==> config.mk <==
export PLATFORM = sky130hd
export DESIGN_NAME = branch_predictor_flat
export DESIGN_NICKNAME = d
export VERILOG_FILES = /design/src/rtl/branch_predictor_if.sv /design/src/rtl/branch_predictor.sv /design/src/flat_wrapper.sv
export SDC_FILE = /design/constraint.sdc
export NUM_CORES = 1
export LEC_CHECK = 0
export ABC_AREA = 1
export CORE_MARGIN = 3
export CORE_UTILIZATION = 45
export DETAILED_ROUTE_END_ITERATION = 7
export PLACE_DENSITY_LB_ADDON = 0.12
export SYNTH_ARGS = -nofsm -noshare
export SYNTH_HDL_FRONTEND = slang
export SYNTH_SLANG_ARGS = --single-unit
==> constraint.sdc <==
create_clock -name clk_i -period 8.2 [get_ports clk_i]
set_clock_uncertainty 0.15 [all_clocks]
set_input_delay 1.64 -clock clk_i [delete_from_list [all_inputs] [get_ports clk_i]]
set_output_delay 1.64 -clock clk_i [all_outputs]
set_load 0.01 [all_outputs]
==> src/rtl/branch_predictor_if.sv <==
// Bus between the pipeline (IF fetch PC, EX resolved branch) and the
// branch history table. The pipeline drives the master side and the
// predictor sits on the slave side.
interface branch_predictor_if #(
  parameter int CNT_WIDTH = 16
);
  logic [31:0]          if_pc_i;
  logic                 pred_taken_o;
  logic                 upd_valid_i;
  logic [31:0]          upd_pc_i;
  logic                 upd_taken_i;
  logic                 upd_pred_i;
  logic                 mispredict_o;
  logic [CNT_WIDTH-1:0] br_count_o;
  logic [CNT_WIDTH-1:0] miss_count_o;

  modport master (
    output if_pc_i, upd_valid_i, upd_pc_i, upd_taken_i, upd_pred_i,
    input  pred_taken_o, mispredict_o, br_count_o, miss_count_o
  );

  modport slave (
    input  if_pc_i, upd_valid_i, upd_pc_i, upd_taken_i, upd_pred_i,
    output pred_taken_o, mispredict_o, br_count_o, miss_count_o
  );
endinterface

==> src/rtl/branch_predictor.sv <==
// 2-bit saturating-counter branch history table with misprediction
// flag and saturating branch / miss statistics counters.
// Entry encoding: 00 strong NT, 01 weak NT, 10 weak T, 11 strong T.
module branch_predictor #(
  parameter int IDX_BITS  = 4,
  parameter int CNT_WIDTH = 16
) (
  input  logic               clk_i,
  input  logic               rst_i,
  branch_predictor_if.slave  bus
);
  localparam int ENTRIES = 1 << IDX_BITS;

  logic [1:0]           bht_q [ENTRIES];
  logic [1:0]           bht_d [ENTRIES];
  logic [CNT_WIDTH-1:0] br_cnt_q, br_cnt_d;
  logic [CNT_WIDTH-1:0] miss_cnt_q, miss_cnt_d;

  logic [IDX_BITS-1:0]  rd_idx_s;
  logic [IDX_BITS-1:0]  upd_idx_s;
  logic                 mispredict_s;

  // PC bits outside the index field are deliberately ignored (aliasing allowed)
  logic unused_pc_bits_s;
  assign unused_pc_bits_s = ^{bus.if_pc_i[31:IDX_BITS+2], bus.if_pc_i[1:0],
                              bus.upd_pc_i[31:IDX_BITS+2], bus.upd_pc_i[1:0]};

  assign rd_idx_s  = bus.if_pc_i[IDX_BITS+1:2];
  assign upd_idx_s = bus.upd_pc_i[IDX_BITS+1:2];

  // Gating with upd_valid_i keeps the flag at 0 even if the update fields are X
  assign mispredict_s = bus.upd_valid_i & (bus.upd_taken_i ^ bus.upd_pred_i);

  // Prediction reads the pre-update table: no same-cycle bypass
  assign bus.pred_taken_o = bht_q[rd_idx_s][1];
  assign bus.mispredict_o = mispredict_s;
  assign bus.br_count_o   = br_cnt_q;
  assign bus.miss_count_o = miss_cnt_q;

  // Next-state for the indexed counter and the statistics on a valid update
  always_comb begin
    bht_d      = bht_q;
    br_cnt_d   = br_cnt_q;
    miss_cnt_d = miss_cnt_q;
    if (bus.upd_valid_i) begin
      if (bus.upd_taken_i) begin
        if (bht_q[upd_idx_s] != 2'b11) begin
          bht_d[upd_idx_s] = bht_q[upd_idx_s] + 2'b01;
        end else begin
          bht_d[upd_idx_s] = 2'b11;
        end
      end else begin
        if (bht_q[upd_idx_s] != 2'b00) begin
          bht_d[upd_idx_s] = bht_q[upd_idx_s] - 2'b01;
        end else begin
          bht_d[upd_idx_s] = 2'b00;
        end
      end
      if (br_cnt_q != {CNT_WIDTH{1'b1}}) begin
        br_cnt_d = br_cnt_q + {{(CNT_WIDTH-1){1'b0}}, 1'b1};
      end else begin
        br_cnt_d = br_cnt_q;
      end
      if (mispredict_s && (miss_cnt_q != {CNT_WIDTH{1'b1}})) begin
        miss_cnt_d = miss_cnt_q + {{(CNT_WIDTH-1){1'b0}}, 1'b1};
      end else begin
        miss_cnt_d = miss_cnt_q;
      end
    end else begin
      br_cnt_d   = br_cnt_q;
      miss_cnt_d = miss_cnt_q;
    end
  end

  // Table and counter flops; synchronous active-low reset wins over updates
  always_ff @(posedge clk_i) begin
    if (!rst_i) begin
      for (int i = 0; i < ENTRIES; i++) begin
        bht_q[i] <= 2'b01;
      end
      br_cnt_q   <= {CNT_WIDTH{1'b0}};
      miss_cnt_q <= {CNT_WIDTH{1'b0}};
    end else begin
      bht_q      <= bht_d;
      br_cnt_q   <= br_cnt_d;
      miss_cnt_q <= miss_cnt_d;
    end
  end
endmodule

==> src/flat_wrapper.sv <==
// flat-port wrapper written by rule: the top's interface ports become plain ports
module branch_predictor_flat 
#(
  parameter int IDX_BITS  = 4,
  parameter int CNT_WIDTH = 16
)
  (clk_i, rst_i, bus_if_pc_i, bus_upd_valid_i, bus_upd_pc_i, bus_upd_taken_i, bus_upd_pred_i, bus_pred_taken_o, bus_mispredict_o, bus_br_count_o, bus_miss_count_o);
  branch_predictor_if #(.CNT_WIDTH(CNT_WIDTH)) bus_i ();
  input  logic clk_i;
  input  logic rst_i;
  input wire logic [$bits(bus_i.if_pc_i)-1:0] bus_if_pc_i;
  input wire logic [$bits(bus_i.upd_valid_i)-1:0] bus_upd_valid_i;
  input wire logic [$bits(bus_i.upd_pc_i)-1:0] bus_upd_pc_i;
  input wire logic [$bits(bus_i.upd_taken_i)-1:0] bus_upd_taken_i;
  input wire logic [$bits(bus_i.upd_pred_i)-1:0] bus_upd_pred_i;
  output wire logic [$bits(bus_i.pred_taken_o)-1:0] bus_pred_taken_o;
  output wire logic [$bits(bus_i.mispredict_o)-1:0] bus_mispredict_o;
  output wire logic [$bits(bus_i.br_count_o)-1:0] bus_br_count_o;
  output wire logic [$bits(bus_i.miss_count_o)-1:0] bus_miss_count_o;
  assign bus_i.if_pc_i = bus_if_pc_i;
  assign bus_i.upd_valid_i = bus_upd_valid_i;
  assign bus_i.upd_pc_i = bus_upd_pc_i;
  assign bus_i.upd_taken_i = bus_upd_taken_i;
  assign bus_i.upd_pred_i = bus_upd_pred_i;
  assign bus_pred_taken_o = bus_i.pred_taken_o;
  assign bus_mispredict_o = bus_i.mispredict_o;
  assign bus_br_count_o = bus_i.br_count_o;
  assign bus_miss_count_o = bus_i.miss_count_o;
  branch_predictor #(.IDX_BITS(IDX_BITS), .CNT_WIDTH(CNT_WIDTH)) u_core (.clk_i(clk_i), .rst_i(rst_i), .bus(bus_i));
endmodule
==> summary.txt <==
Timing
  – Final setup violation count: 0
  – RSZ-0062 raised after global routing: no
  – Hold Vio Cnt, Final: 0
  – Hold Worst Slack: 321 ps
  – Fin crit period: 5300 ps
  – Slew @ Worst Pin: 1220 ps
  – Fmax: 189 MHz
  – Total negative setup slack: 0 ps
  – Fin crit share: 64.6%
  – Count of pins over their slew limit: 0
  – Slew margin rel.: 18.0%

Critical path
  – CP Capture Type: flip-flop
  – Worst Path Arrival: 5410 ps
  – Reg2reg start: u_core.bht_q[9]
  – Critical Path RT: 8310 ps
  – Crit Path Max Fanout: 16
  – Worst Setup Start Kind: input port
  – Critical path type: in -> reg
  – CP Launch Point: bus_upd_pc_i[2]

Floorplan
  – Die Y: 98.2 um
  – Die area: 0.00965 mm2
  – Rows: 33
  – Initial Utilization: 46.4%
  – I/O pin total: 103
  – Core Footprint: 0.00826 mm2
  – Die width: 98.2 um

GRT
  – Largest net degree at the start of global routing: 35
  – Total GRT Usage: 19.5%
  – Vias in the first global route: 3,352
  – Initial antenna violation count: 0
  – Total grt overflow: 0
  – First-pass GRT wire length: 15,700 um

Synth
  – Synth Area in Adders: 1.31%
  – Distinct cells, synth: 41
  – Most area-hungry cell type in the Yosys netlist: dfxtp_1
  – Async set-reset flop share out of synthesis: 0%
  – Largest family of logic cells by synthesized area: simple AND/OR/NAND/NOR gates
  – Simple-gate share of the synthesized area: 37.0%
  – Cells after Synth: 565
  – Post-Syn Area: 0.00383 mm2
  – Share of the synthesized area in the top cell type: 33.5%
  – Number of synthesized flops with an enable pin: 0
  – Synthesized flop and latch total: 64
  – Mapped Nets: 638
  – Synth Area in Compound Gates: 15.6%
  – Yosys warning total: 0
  – Mean post-synth cell area: 6.78 um2
  – Seq/Total Area, Yosys: 33.5%
  – Mux cell area share after synthesis: 1.05%
  – Xor/xnor share of the synthesized area: 2.75%
  – Synth area leaders: dfxtp_1, nand2_1, a21oi_1, nor2_1, inv_1
  – Main synth FF type: dfxtp_1

Layout
  – Synth-to-Final Area Change: 16.9%
  – Ratio of cells with drive above 1 in the final layout: 12.0%
  – Area of the multi-input gates: 0.00221 mm2
  – Antenna diodes: 0
  – # fillers: 839
  – Layout Cells excl Fill: 711
  – Reg area: 0.00128 mm2
  – Final instance area: 0.00448 mm2
  – Final #Nets: 674

Route
  – Avg Vias per Cell: 5.22
  – WL final: 9160 um
  – Antenna-violating nets left: 0
  – Remaining DRCs: 0
  – TritonRoute pass-1 iters: 5
  – Vias: 3,710
  – DR WL/cell: 12.9 um
  – DR iter-0 viols: 226

Power and ir drop
  – PwrDens: 153 mW/mm2
  – Tot Pwr: 684 uW
  – Leakage: 1.70 nW
  – Peak supply drop: 0.0806 mV

Clock tree
  – CTS tree: built
  – Number of hold buffers added after CTS: 0
  – CTS Sinks: 64
  – Num CTS Buffers: 9
  – Post-CTS Setup Bufs: 0
  – CTS root buf: clkbuf_8
  – CTS resizes: 0
  – CTS clk-pin slew, worst paths: 70 ps
  – Htree depth: 3
  – Buffer depth of the longest clock path: 2
  – Worst-Skew Late Latency: 330 ps

Placed design
  – Area after DPL: 0.00428 mm2
  – Placed cells: 695
  – Placer Congestion: 0.872
  – Detailed placement HPWL: 6560 um
  – Port-buffer cells: 46

Job
  – Max-Cap Viols: 0

Status
  – Run status: completed

Hold path
  – Worst min-delay path startpoint: u_core.bht_q[22]
  – Hold Path Class: reg -> reg
## cell families (layout without fill, tap and decap cells)
logic type,Yosys count,after routing
fa+ha+maj,4,4
flops,64,64
simple gates,300,300
xor+xnor,12,12
mux,4,4
compound gates,110,110
buf+inv,71,112
## report_power, final
part,total (mW),leakage [nW],internal (mW),switching (mW)
sequential,0.319,0.518,0.315,0.00388
combinational,0.0860,1.08,0.0285,0.0575
clock,0.279,0.103,0.157,0.122
total,0.684,1.70,0.500,0.184
## registers in the layout (all words and copies together), names as in the netlist
name / flops
u_core.bht_q: 32
u_core.bus.br_count_o: 16
u_core.bus.miss_count_o: 16
## worst max-delay path, cell delays in order
cell and delay (ps):
clkdlybuf4s50_1 800, inv_2 210, nand2_1 230, inv_1 140
a22oi_1 160, a21oi_1 80, or2_1 240, nor2_1 230
ha_1 310, o31ai_2 1000, nand3_1 170, a21oi_1 180
## layer usage
| metal | up-vias | GRT usage (%) | wire length [um] |
|---|---|---|---|
| met4 | 0 | 6.30 | 99 |
| met1 | 1695 | 27.3 | 4300 |
| li1 | 1907 | - | - |
| met3 | 9 | 3.14 | 504 |
| met5 | - | 0 | 0 |
| met2 | 99 | 30.8 | 4250 |
## synthesized netlist by cell type (all sizes together) (2+ instances only)
library cell / number
nand3: 32
or2: 4
clkbuf: 10
o21ai: 29
nor3: 12
dfxtp: 64
a21oi: 64
buf: 13
nor2: 70
ha: 4
inv: 48
xnor2: 7
a22oi: 8
nand2: 173
nand4: 5
o211ai: 5
xor2: 5
nor4: 2
mux2i: 4
## final cells by class
type,instances,share of cell area [%]
Timing Repair Buffer,48,10.6
Clock inverter,3,0.895
Sequential cell,64,28.6
Tap cell,105,2.94
Clock buffer,13,3.55
Inverter,48,4.03
Multi-Input combinational cell,430,49.3
## stage by stage
step | setup WS (ps) | utilization, %
finish | 2900 | 54.2
global route | 2530 | 54.2
CTS | 2910 | 54.2
detailed placement | 2650 | 51.8
global placement | 2680 | 51.8
floorplan | 4130 | -
## worst paths after layout
check,end,slack [ps],cells past startpoint
worst max-delay path,u_core.bht_q[27],2900,12
worst min-delay path,u_core.bht_q[22],320,2
worst max register to register,u_core.bht_q[27],5220,8
worst min register to register,u_core.bht_q[22],320,2
## cell usage in the layout (no fill, tap or decap), drive strengths merged
master	Yosys	final
a211oi	1	1
a21oi	64	64
a22oi	8	8
a31oi	1	1
and3	1	1
buf	13	2
bufinv	0	1
clkbuf	10	13
clkdlybuf4s50	0	46
clkinv	0	2
dfxtp	64	64
ha	4	4
inv	48	48
mux2i	4	4
nand2	173	173
nand3	32	32
nand3b	1	1
nand4	5	5
nor2	70	70
nor3	12	12
nor4	2	2
o211ai	5	5
o21ai	29	29
o21bai	1	1
o31ai	1	1
or2	4	4
xnor2	7	7
xor2	5	5
Note: power is estimated with default switching activity, not from simulation.
